--- config.mk ---
export PLATFORM = sky130hd
export DESIGN_NAME = vram_arbiter
export DESIGN_NICKNAME = d
export VERILOG_FILES = /design/src/rtl/vram_arbiter.sv
export SDC_FILE = /design/constraint.sdc
export NUM_CORES = 1
export LEC_CHECK = 0
export ABC_AREA = 1
export CORE_UTILIZATION = 43
export CTS_CLUSTER_SIZE = 28
export DETAILED_ROUTE_END_ITERATION = 8
export GPL_TIMING_DRIVEN = 0
export HOLD_SLACK_MARGIN = 0.15
export PLACE_DENSITY_LB_ADDON = 0.05
export SYNTH_ARGS = -nofsm -noshare
export SYNTH_HDL_FRONTEND = slang
export SYNTH_SLANG_ARGS = --single-unit
--- constraint.sdc ---
create_clock -name clk_50mhz -period 2.1 [get_ports clk_50mhz]
set_input_delay 0.525 -clock clk_50mhz [delete_from_list [all_inputs] [get_ports clk_50mhz]]
set_output_delay 0.525 -clock clk_50mhz [all_outputs]
set_load 0.02 [all_outputs]
--- src/rtl/vram_arbiter.sv ---
// VRAM arbiter: shares one single-port RAM between VGA scanout reads and
// CPU read/write accesses. VGA has priority; a CPU that has been refused
// MAX_WAIT eligible cycles in a row overrides it. Reads return two edges
// after the grant, tracked by a small owner-tag pipeline.
module vram_arbiter #(
    parameter int ADDR_W   = 12,
    parameter int DATA_W   = 16,
    parameter int MAX_WAIT = 7
) (
    input  logic              clk_50mhz,
    input  logic              rst_n,
    input  logic              vga_req,
    input  logic [ADDR_W-1:0] vga_addr,
    output logic              vga_gnt,
    output logic              vga_miss,
    output logic              vga_rvalid,
    output logic [DATA_W-1:0] vga_rdata,
    input  logic              cpu_req,
    input  logic              cpu_we,
    input  logic [ADDR_W-1:0] cpu_addr,
    input  logic [DATA_W-1:0] cpu_wdata,
    output logic              cpu_ack,
    output logic [DATA_W-1:0] cpu_rdata,
    output logic              mem_en,
    output logic              mem_we,
    output logic [ADDR_W-1:0] mem_addr,
    output logic [DATA_W-1:0] mem_wdata,
    input  logic [DATA_W-1:0] mem_rdata
);
    // Counter only needs to reach MAX_WAIT; keep at least one bit for MAX_WAIT=0.
    localparam int            CW       = (MAX_WAIT < 1) ? 1 : $clog2(MAX_WAIT + 1);
    localparam logic [CW-1:0] WAIT_MAX = CW'(MAX_WAIT);

    localparam logic [1:0] C_IDLE = 2'd0;
    localparam logic [1:0] C_BUSY = 2'd1;
    localparam logic [1:0] C_GAP  = 2'd2;

    // One in-flight access: who owns it and whether it returns read data.
    typedef struct packed {
        logic vld;
        logic cpu;
        logic rd;
    } tag_t;

    logic              cpu_elig, override, gnt_vga, gnt_cpu;
    logic [1:0]        cst_q, cst_d;
    logic [CW-1:0]     wait_cnt_q, wait_cnt_d;
    tag_t [1:0]        tag_q, tag_d;
    logic              mem_en_q, mem_en_d, mem_we_q, mem_we_d;
    logic [ADDR_W-1:0] mem_addr_q, mem_addr_d;
    logic [DATA_W-1:0] mem_wdata_q, mem_wdata_d;
    logic              vga_gnt_q, vga_gnt_d, vga_miss_q, vga_miss_d;
    logic              vga_rvalid_q, vga_rvalid_d;
    logic [DATA_W-1:0] vga_rdata_q, vga_rdata_d;
    logic              cpu_ack_q, cpu_ack_d;
    logic [DATA_W-1:0] cpu_rdata_q, cpu_rdata_d;

    // Arbitration, RAM command, return path and CPU state next-values.
    always_comb begin
        cpu_elig = cpu_req && (cst_q == C_IDLE);
        override = cpu_elig && (wait_cnt_q >= WAIT_MAX);
        gnt_vga  = vga_req && !override;
        gnt_cpu  = cpu_elig && !gnt_vga;

        mem_en_d    = gnt_vga || gnt_cpu;
        mem_we_d    = gnt_cpu && cpu_we;
        mem_addr_d  = mem_addr_q;
        mem_wdata_d = mem_wdata_q;
        if (gnt_cpu) begin
            mem_addr_d  = cpu_addr;
            mem_wdata_d = cpu_wdata;
        end else if (gnt_vga) begin
            mem_addr_d  = vga_addr;
        end

        vga_gnt_d  = gnt_vga;
        vga_miss_d = vga_req && override;

        tag_d[0].vld = gnt_vga || gnt_cpu;
        tag_d[0].cpu = gnt_cpu;
        tag_d[0].rd  = !(gnt_cpu && cpu_we);
        tag_d[1]     = tag_q[0];

        // RAM data for a tag in the last stage is on mem_rdata right now.
        vga_rvalid_d = tag_q[1].vld && !tag_q[1].cpu;
        vga_rdata_d  = vga_rvalid_d ? mem_rdata : vga_rdata_q;
        cpu_ack_d    = tag_q[1].vld && tag_q[1].cpu;
        cpu_rdata_d  = (cpu_ack_d && tag_q[1].rd) ? mem_rdata : cpu_rdata_q;

        wait_cnt_d = wait_cnt_q;
        if (!cpu_req || gnt_cpu)
            wait_cnt_d = '0;
        else if (cpu_elig && (wait_cnt_q < WAIT_MAX))
            wait_cnt_d = wait_cnt_q + CW'(1);

        // GAP keeps a held cpu_req from being regranted right after its ack.
        cst_d = cst_q;
        case (cst_q)
            C_IDLE:  if (gnt_cpu) cst_d = C_BUSY;
            C_BUSY:  if (cpu_ack_d) cst_d = C_GAP;
            C_GAP:   cst_d = C_IDLE;
            default: cst_d = C_IDLE;
        endcase
    end

    // State registers; reset drops any in-flight access.
    always_ff @(posedge clk_50mhz or negedge rst_n) begin
        if (!rst_n) begin
            cst_q        <= C_IDLE;
            wait_cnt_q   <= '0;
            tag_q        <= '0;
            mem_en_q     <= 1'b0;
            mem_we_q     <= 1'b0;
            mem_addr_q   <= '0;
            mem_wdata_q  <= '0;
            vga_gnt_q    <= 1'b0;
            vga_miss_q   <= 1'b0;
            vga_rvalid_q <= 1'b0;
            vga_rdata_q  <= '0;
            cpu_ack_q    <= 1'b0;
            cpu_rdata_q  <= '0;
        end else begin
            cst_q        <= cst_d;
            wait_cnt_q   <= wait_cnt_d;
            tag_q        <= tag_d;
            mem_en_q     <= mem_en_d;
            mem_we_q     <= mem_we_d;
            mem_addr_q   <= mem_addr_d;
            mem_wdata_q  <= mem_wdata_d;
            vga_gnt_q    <= vga_gnt_d;
            vga_miss_q   <= vga_miss_d;
            vga_rvalid_q <= vga_rvalid_d;
            vga_rdata_q  <= vga_rdata_d;
            cpu_ack_q    <= cpu_ack_d;
            cpu_rdata_q  <= cpu_rdata_d;
        end
    end

    assign mem_en     = mem_en_q;
    assign mem_we     = mem_we_q;
    assign mem_addr   = mem_addr_q;
    assign mem_wdata  = mem_wdata_q;
    assign vga_gnt    = vga_gnt_q;
    assign vga_miss   = vga_miss_q;
    assign vga_rvalid = vga_rvalid_q;
    assign vga_rdata  = vga_rdata_q;
    assign cpu_ack    = cpu_ack_q;
    assign cpu_rdata  = cpu_rdata_q;

endmodule

==> results of run 1 <==
[routing by layer]
| metal | wire (um) | track usage | share of wire |
|---|---|---|---|
| met5 | 0 | 0 | 0 |
| met4 | 131 | 0.0818 | 0.018 |
| met3 | 599 | 0.0714 | 0.082 |
| met2 | 3510 | 0.338 | 0.48 |
| met1 | 3110 | 0.266 | 0.42 |
[cells by family after synthesis]
logic type      after synthesis
simple gates                151
buf+inv                      42
flops                        76
fa+ha+maj                     2
compound gates               50
[worst register-to-register path, stage by stage (launching register included)]
cell and delay, ps:
dfrtp_1 430, ha_1 230, ha_1 180, inv_1 110, nand2_1 130, o21bai_4 170
buf_6 170, nand2_2 90, nor2_2 100
[placed cells by master, fill, tap and decap left out, drive strengths merged]
cell	instances
nand3	15
a31oi	1
clkdlybuf4s50	125
o21ai	34
nand2	127
clkbuf	16
a21boi	12
ha	2
buf	11
inv	27
dlygate4sd3	1
bufinv	3
nor2	9
clkinvlp	3
a21oi	2
o21bai	1
dfrtp	76
[area by class of cell]
type	instances	area share
Tap cell	96	0.0255
Multi-Input combinational cell	203	0.203
Clock inverter	6	0.0239
Buffer	15	0.0220
Clock buffer	10	0.0271
Timing Repair Buffer	128	0.274
Inverter	27	0.0215
Sequential cell	76	0.404
[sequential cells by signal, summed over array words and instances, names as in the netlist]
name	flops
cpu_rdata	16
mem_wdata	16
vga_rdata	16
mem_addr	12
tag_q	3
wait_cnt_q	3
cst_q	2
tag_d	2
cpu_ack	1
mem_en	1
mem_we	1
vga_gnt	1
vga_miss	1
vga_rvalid	1
[worst min path at each step]
stage	start	to	cells after the start
after floorplan	rst_n	cpu_ack	0
after global placement	tag_d[3]	tag_q[3]	0
after detailed placement	tag_d[3]	tag_q[3]	0
after CTS	tag_d[3]	tag_q[3]	0
after global routing	tag_d[3]	tag_q[3]	0
final	tag_d[3]	tag_q[3]	0
[metrics by stage]
step	setup TNS [ps]	std cells	cell area (um2)	setup WS, ps
6_report	0	561	4710	228
5_1_grt	0	561	4710	177
4_1_cts	0	561	4710	195
3_5_place_dp	0	544	4460	246
3_3_place_gp	-165410	543	4440	-2180
2_1_floorplan	0	321	3060	616
[power by group through the flow]
stage,combinational (uW),sequential (uW),clock (uW)
after detailed placement,408,1570,0
after global placement,400,1570,0
after CTS,411,1540,1360
after global routing,439,1550,1430
after floorplan,71.4,1630,0
final,406,1540,1330
==> flow_summary.json, run 1 <==
{
  "outcome": "finished, final reports clean",
  "clkTransAtPathRegs_ps": 80,
  "path_max_fanout": 2,
  "cts_setup_buffers": 0,
  "path_buf_inv": 1,
  "yosys.area.top_type": "dfrtp_1",
  "netlist_area_um2": 3060,
  "r2r-end": "wait_cnt_q[2]",
  "cp-end-kind": "output port",
  "ys.flop_type": "dfrtp_1",
  "ff2ff_setup_slack_ps": 420,
  "port_buffers": 126,
  "nets": 523,
  "numCtsBuffers": 9,
  "cp.depth": 1,
  "ff2ff_path_depth": 8,
  "clock_path_buffers": 2,
  "dp_hpwl_um": 5380,
  "ant_nets": 0,
  "clock_latency_ps": 350,
  "min_path_type": "flop to flop",
  "yosys-top-cells-count": "nand2_1, dfrtp_1, o21ai_0, inv_1, nand3_1",
  "placementRows": 30,
  "overflow": 0,
  "hold_slack_ps": 350,
  "hold_viol": 0,
  "yosysSeqAreaShare": 0.621,
  "cp_data_arrival_time_ps": 1350,
  "synth-compound-area-share": 0.101,
  "criticalPathCategory": "flop to output port",
  "synth_top_area_share": 0.621,
  "synth_warnings": 0,
  "synth.avg_cell_area_um2": 9.54,
  "slowest_delay_ps": 630,
  "p_total_uw": 3280,
  "coreArea_um2": 6830,
  "synthAdderAreaFrac": 0.00817,
  "synth-simple-area-share": 0.203,
  "hold_buffers": 1,
  "timing.fmax_mhz": 534,
  "post-route-util": 0.690,
  "cp.required_ps": 1570,
  "grt_util_all_layers": 0.211,
  "setup_viol": 0,
  "startpoint": "cpu_rdata[9]",
  "multi_input_area_um2": 956,
  "clockPowerShare": 0.406,
  "cts_root_buf": "clkbuf_8",
  "cp-endpoint": "cpu_rdata[9]",
  "synthCells": 321,
  "synth_mux_area_frac": 0,
  "seqPwrFrac": 0.471,
  "grt_pass1_wl_um": 12000,
  "p_leak_uw": 0.00224,
  "rsz0062_at_grt": "false",
  "drcViolationCount": 0,
  "power_frac_comb": 0.124,
  "ys_ff_latch": 76,
  "num_vias": 2575,
  "dr.pass1.iters": 4,
  "max_cap_violations": 0,
  "power.density_nw_per_um2": 696,
  "internal-power_uw": 2520,
  "grt_pass1_vias": 2561,
  "r2r_start": "wait_cnt_q[0]",
  "synth.most_common_cell": "nand2_1",
  "slew_headroom": 0.668,
  "cts_tree": "built",
  "syn-num-nets": 384,
  "via_per_inst": 4.59,
  "cts_resized": 0,
  "area_delta_synth_final_pct": 53.8,
  "final_max_slew_viol_count": 0,
  "netSwitchingPower_uw": 754,
  "swShare": 0.230,
  "routed_wl_um": 7350,
  "finalCriticalPeriod_ps": 1870,
  "initial_core_util": 0.448,
  "antenna_found_initial": 0,
  "ir_worst_vdd_mv": 0.361,
  "gp_congestion": 0.735,
  "cpLargestDelayFamily": "buffers and inverters",
  "crit_path_top_delay_cell": "clkdlybuf4s50_1",
  "synth_area_leaders": "dfrtp_1, nand2_1, o21ai_0, inv_1, nand3_1",
  "skew_ps": 11.9,
  "synth_top_family_by_area": "simple AND/OR/NAND/NOR gates",
  "fp.dieArea_um2": 7460,
  "cts_sinks": 76,
  "synthXorXnorAreaFrac": 0,
  "drt-initial-drc-count": 138,
  "grt_max_degree": 41,
  "fill_cells": 563,
  "async_flop_share": 1.00,
  "antenna_cells": 0,
  "synth_cell_types": 22,
  "h-tree-depth": 3,
  "fin_crit_sh": 0.891,
  "avgRoutedWirePerCell_um": 13.1,
  "worst_pin_slew_ps": 497,
  "cp-start-kind": "flop",
  "die_x_um": 86.4,
  "die_h_um": 86.4,
  "drive_gt1_frac": 0.0817,
  "ios": 127,
  "synth-edff-count": 0,
  "path_cells": "clkdlybuf4s50_1",
  "final-seq-area_um2": 1900
}
Note: power is estimated with default switching activity, not from simulation.
==> inputs of run 2 (changes only) <==
Settings changed: CORE_UTILIZATION 43 to 40.
==> flow_summary.json, run 2 (synthesis results as in run 1) <==
{
  "placed_area_um2": 4470,
  "cp.required_ps": 1570,
  "clock_latency_ps": 340,
  "die_x_um": 89.5,
  "timing.fmax_mhz": 537,
  "min_path_type": "flop to flop",
  "routed_wl_um": 7310,
  "finalCriticalPeriod_ps": 1860,
  "port_buffers": 126,
  "final_cell_mix": "clkdlybuf4s50_1, nand2_1, dfrtp_1",
  "ff2ff_path_depth": 7,
  "cts_tree": "built",
  "crit_path_top_delay_cell": "clkdlybuf4s50_1",
  "coreArea_um2": 7330,
  "final_max_slew_viol_count": 0,
  "outcome": "finished, final reports clean",
  "final_common_cell": "clkdlybuf4s50_1",
  "ir_worst_vdd_mv": 0.310,
  "initial_core_util": 0.418,
  "hold_end": "tag_q[4]",
  "hold_slack_ps": 353,
  "power.density_nw_per_um2": 669,
  "grt_util_all_layers": 0.193,
  "placementRows": 31,
  "slew_headroom": 0.676,
  "worst_pin_slew_ps": 487,
  "drt-initial-drc-count": 71,
  "cts_root_buf": "clkbuf_8",
  "dp_hpwl_um": 5270,
  "p_leak_uw": 0.00224,
  "die_h_um": 89.5,
  "drive_gt1_frac": 0.0817,
  "setup_viol": 0,
  "cts_resized": 0,
  "final-seq-area_um2": 1900,
  "nets": 523,
  "gp_congestion": 0.742,
  "path_cells": "clkdlybuf4s50_1",
  "grt_pass1_wl_um": 11500,
  "criticalPathCategory": "flop to output port",
  "path_buf_inv": 1,
  "cp.depth": 1,
  "rsz0062_at_grt": "false",
  "r2r_start": "wait_cnt_q[0]",
  "post-route-util": 0.641,
  "h-tree-depth": 3,
  "via_per_inst": 4.56,
  "fill_cells": 621,
  "fin_ws_ps": 238,
  "hp-start": "tag_d[4]",
  "grt_max_degree": 65,
  "tns_ps": 0,
  "numCtsBuffers": 9,
  "ios": 127,
  "fp.dieArea_um2": 8010,
  "max_cap_violations": 0,
  "antenna_cells": 0,
  "dr.pass1.iters": 4,
  "cts_sinks": 76,
  "drcViolationCount": 0,
  "hold_depth": 0,
  "cpLargestDelayFamily": "buffers and inverters",
  "grt_pass1_vias": 2474,
  "slowest_delay_ps": 620,
  "antenna_found_initial": 0,
  "cp-start-kind": "flop",
  "hold_viol": 0,
  "r2r-end": "cst_q[0]",
  "skew_ps": 7.72,
  "avgRoutedWirePerCell_um": 13.0,
  "dp_slack_ps": 243,
  "cp_data_arrival_time_ps": 1340,
  "area_delta_synth_final_pct": 53.4,
  "clkTransAtPathRegs_ps": 80,
  "multi_input_area_um2": 956,
  "fin_area_um2": 4700,
  "clock_path_buffers": 2,
  "ant_nets": 0,
  "fin_crit_sh": 0.887,
  "path_max_fanout": 2,
  "cp-end-kind": "output port",
  "overflow": 0,
  "num_vias": 2573,
  "ff2ff_setup_slack_ps": 430
}
run 2: cell count changes in the layout (fill, tap and decap cells not counted), sizes merged:
cell	previous run	this run
clkinv	0	2
clkinvlp	3	2
bufinv	3	2
run 2: report_power, final:
group,switching [uW],internal (uW)
combinational,185,222
sequential,28.9,1510
clock,527,669
run 2: how the worst max path moves through the flow:
stage / endpoint / start
after floorplan: cst_q[0] / wait_cnt_q[0]
after global placement: mem_wdata[1] / rst_n
after detailed placement: cst_q[0] / vga_req
after CTS: mem_wdata[2] / mem_wdata[2]
after global routing: mem_addr[4] / mem_addr[4]
final: mem_wdata[2] / mem_wdata[2]
run 2: repair_timing:
item | in CTS | in global routing
hold buffers | 1 | 0
hold endpoints to repair | 12 | 0
buffers inserted | 0 | 0
run 2: cell type report:
cell class | instances | share of cell area
inverters | 27 | 0.0216
repair buffers | 128 | 0.276
well taps | 99 | 0.0264
flip-flops and latches | 76 | 0.405
clock buffers | 10 | 0.0272
clock inverters | 6 | 0.0189
plain buffers | 15 | 0.0221
multi-input cells | 203 | 0.203
run 2: metal layers:
layer | global-route usage | wire [um] | part of all wire | vias up
met3 | 0.0526 | 596 | 0.082 | 5
met5 | 0 | 0 | 0 | -
li1 | - | - | - | 1279
met1 | 0.240 | 3130 | 0.43 | 1193
met4 | 0.0866 | 52 | 0.0071 | 0
met2 | 0.316 | 3530 | 0.48 | 96
run 2: through the flow:
step | std cells | total power [uW]
after floorplan | 321 | 1710
after global placement | 546 | 1970
after detailed placement | 547 | 1980
after CTS | 564 | 3190
after global routing | 564 | 3280
final | 564 | 3150
==> inputs of run 3 (changes only) <==
Settings changed: CORE_UTILIZATION 40 to 38, HOLD_SLACK_MARGIN 0.15 to default.
Clock period 2.1 ns to 1.65 ns, I/O delays scaled along.
==> flow_summary.json, run 3 (synthesis results as in run 1) <==
{
  "outcome": "finished, final reports clean",
  "ios": 127,
  "grt_max_degree": 59,
  "tns_ps": 0,
  "cp-end-kind": "flop",
  "numCtsBuffers": 9,
  "gp_congestion": 0.728,
  "port_buffers": 126,
  "fp.dieArea_um2": 8420,
  "fin_crit_sh": 0.946,
  "p_total_uw": 4120,
  "dp_hpwl_um": 5480,
  "routed_wl_um": 7640,
  "power.density_nw_per_um2": 879,
  "cts_root_buf": "clkbuf_8",
  "swShare": 0.230,
  "final_cell_mix": "nand2_1, dfrtp_1, dlygate4sd2_1",
  "h-tree-depth": 3,
  "num_vias": 2613,
  "area_delta_synth_final_pct": 52.9,
  "placementRows": 32,
  "nets": 527,
  "overflow": 0,
  "post-route-util": 0.603,
  "worst_pin_slew_ps": 541,
  "min_path_type": "flop to flop",
  "ir_worst_vdd_mv": 0.475,
  "setup_viol": 0,
  "clkTransAtPathRegs_ps": 80,
  "grt_pass1_vias": 2644,
  "hold_slack_ps": 358,
  "netSwitchingPower_uw": 949,
  "seqPwrFrac": 0.476,
  "cp_data_arrival_time_ps": 1850,
  "final_max_slew_viol_count": 0,
  "initial_core_util": 0.394,
  "clock_latency_ps": 350,
  "drive_gt1_frac": 0.0938,
  "grt_pass1_wl_um": 12900,
  "power_frac_comb": 0.115,
  "die_x_um": 91.8,
  "slew_headroom": 0.640,
  "max_cap_violations": 0,
  "timing.fmax_mhz": 640,
  "cp.required_ps": 1940,
  "clock_path_buffers": 2,
  "internal-power_uw": 3170,
  "via_per_inst": 4.58,
  "cp-start-kind": "flop",
  "path_max_fanout": 5,
  "finalCriticalPeriod_ps": 1560,
  "avgRoutedWirePerCell_um": 13.4,
  "final_common_cell": "nand2_1",
  "clockPowerShare": 0.409,
  "drcViolationCount": 0,
  "p_leak_uw": 0.00240,
  "cts_tree": "built",
  "fin_cells": 571,
  "cts_sinks": 76,
  "antenna_cells": 0,
  "criticalPathCategory": "flop to flop",
  "drt-initial-drc-count": 146,
  "rsz0062_at_grt": "false",
  "dr.pass1.iters": 4,
  "ant_nets": 0,
  "coreArea_um2": 7770,
  "hold_viol": 0,
  "skew_ps": 10.1,
  "antenna_found_initial": 0,
  "die_h_um": 91.8,
  "dpl.cell_count": 550,
  "grt_util_all_layers": 0.199
}
## run 3: worst max-delay path: stages, from the launching register on
cell	delay, ps
dfrtp_1	410
ha_1	190
ha_1	190
inv_2	80
nand2_2	90
o21bai_4	210
buf_6	160
nand2_2	80
nor2_2	80
## run 3: cell type report
cell class,instances,area [um2]
fillers,716,3080
flip-flops and latches,76,1900
repair buffers,132,1250
multi-input cells,203,958
clock buffers,10,128
well taps,102,128
clock inverters,6,113
plain buffers,15,108
inverters,27,101
## run 3: timing repair
item	in CTS	in global routing
gates resized for setup	69	2
pin swaps	1	1
cloned	1	0
endpoints found under the hold margin	18	0
endpoints found under the setup margin	79	32
hold buffers	1	0
buffers inserted	1	2
## run 3: power by group through the flow
| stage | clock, uW | combinational (uW) | sequential [uW] |
|---|---|---|---|
| floorplan | 0 | 90.9 | 2080 |
| global placement | 0 | 514 | 2000 |
| detailed placement | 0 | 526 | 2000 |
| CTS | 1740 | 482 | 1960 |
| global route | 1810 | 519 | 1970 |
| finish | 1690 | 474 | 1960 |
## run 3: metrics by stage
step	area (um2)	worst slack (ps)
after floorplan	3060	166
after global placement	4450	-2610
after detailed placement	4480	-109
after CTS	4670	14.7
after global routing	4680	19.3
final	4680	88.5
## run 3: worst paths after layout
path | slack, ps | startpoint | endpoint | cells after the start
max in group asynchronous | 610 | rst_n | mem_wdata[14] | 3
min | 360 | tag_d[3] | tag_q[3] | 0
min in group asynchronous | 480 | rst_n | wait_cnt_q[0] | 2
min reg2reg | 360 | tag_d[3] | tag_q[3] | 0
max | 90 | wait_cnt_q[1] | wait_cnt_q[1] | 8
max reg2reg | 90 | wait_cnt_q[1] | wait_cnt_q[1] | 8
## run 3: metal layers
layer / track usage / share of wire
met1: 0.251 / 0.44
met3: 0.0721 / 0.070
met4: 0.0482 / 0.0090
met5: 0 / 0
met2: 0.326 / 0.48
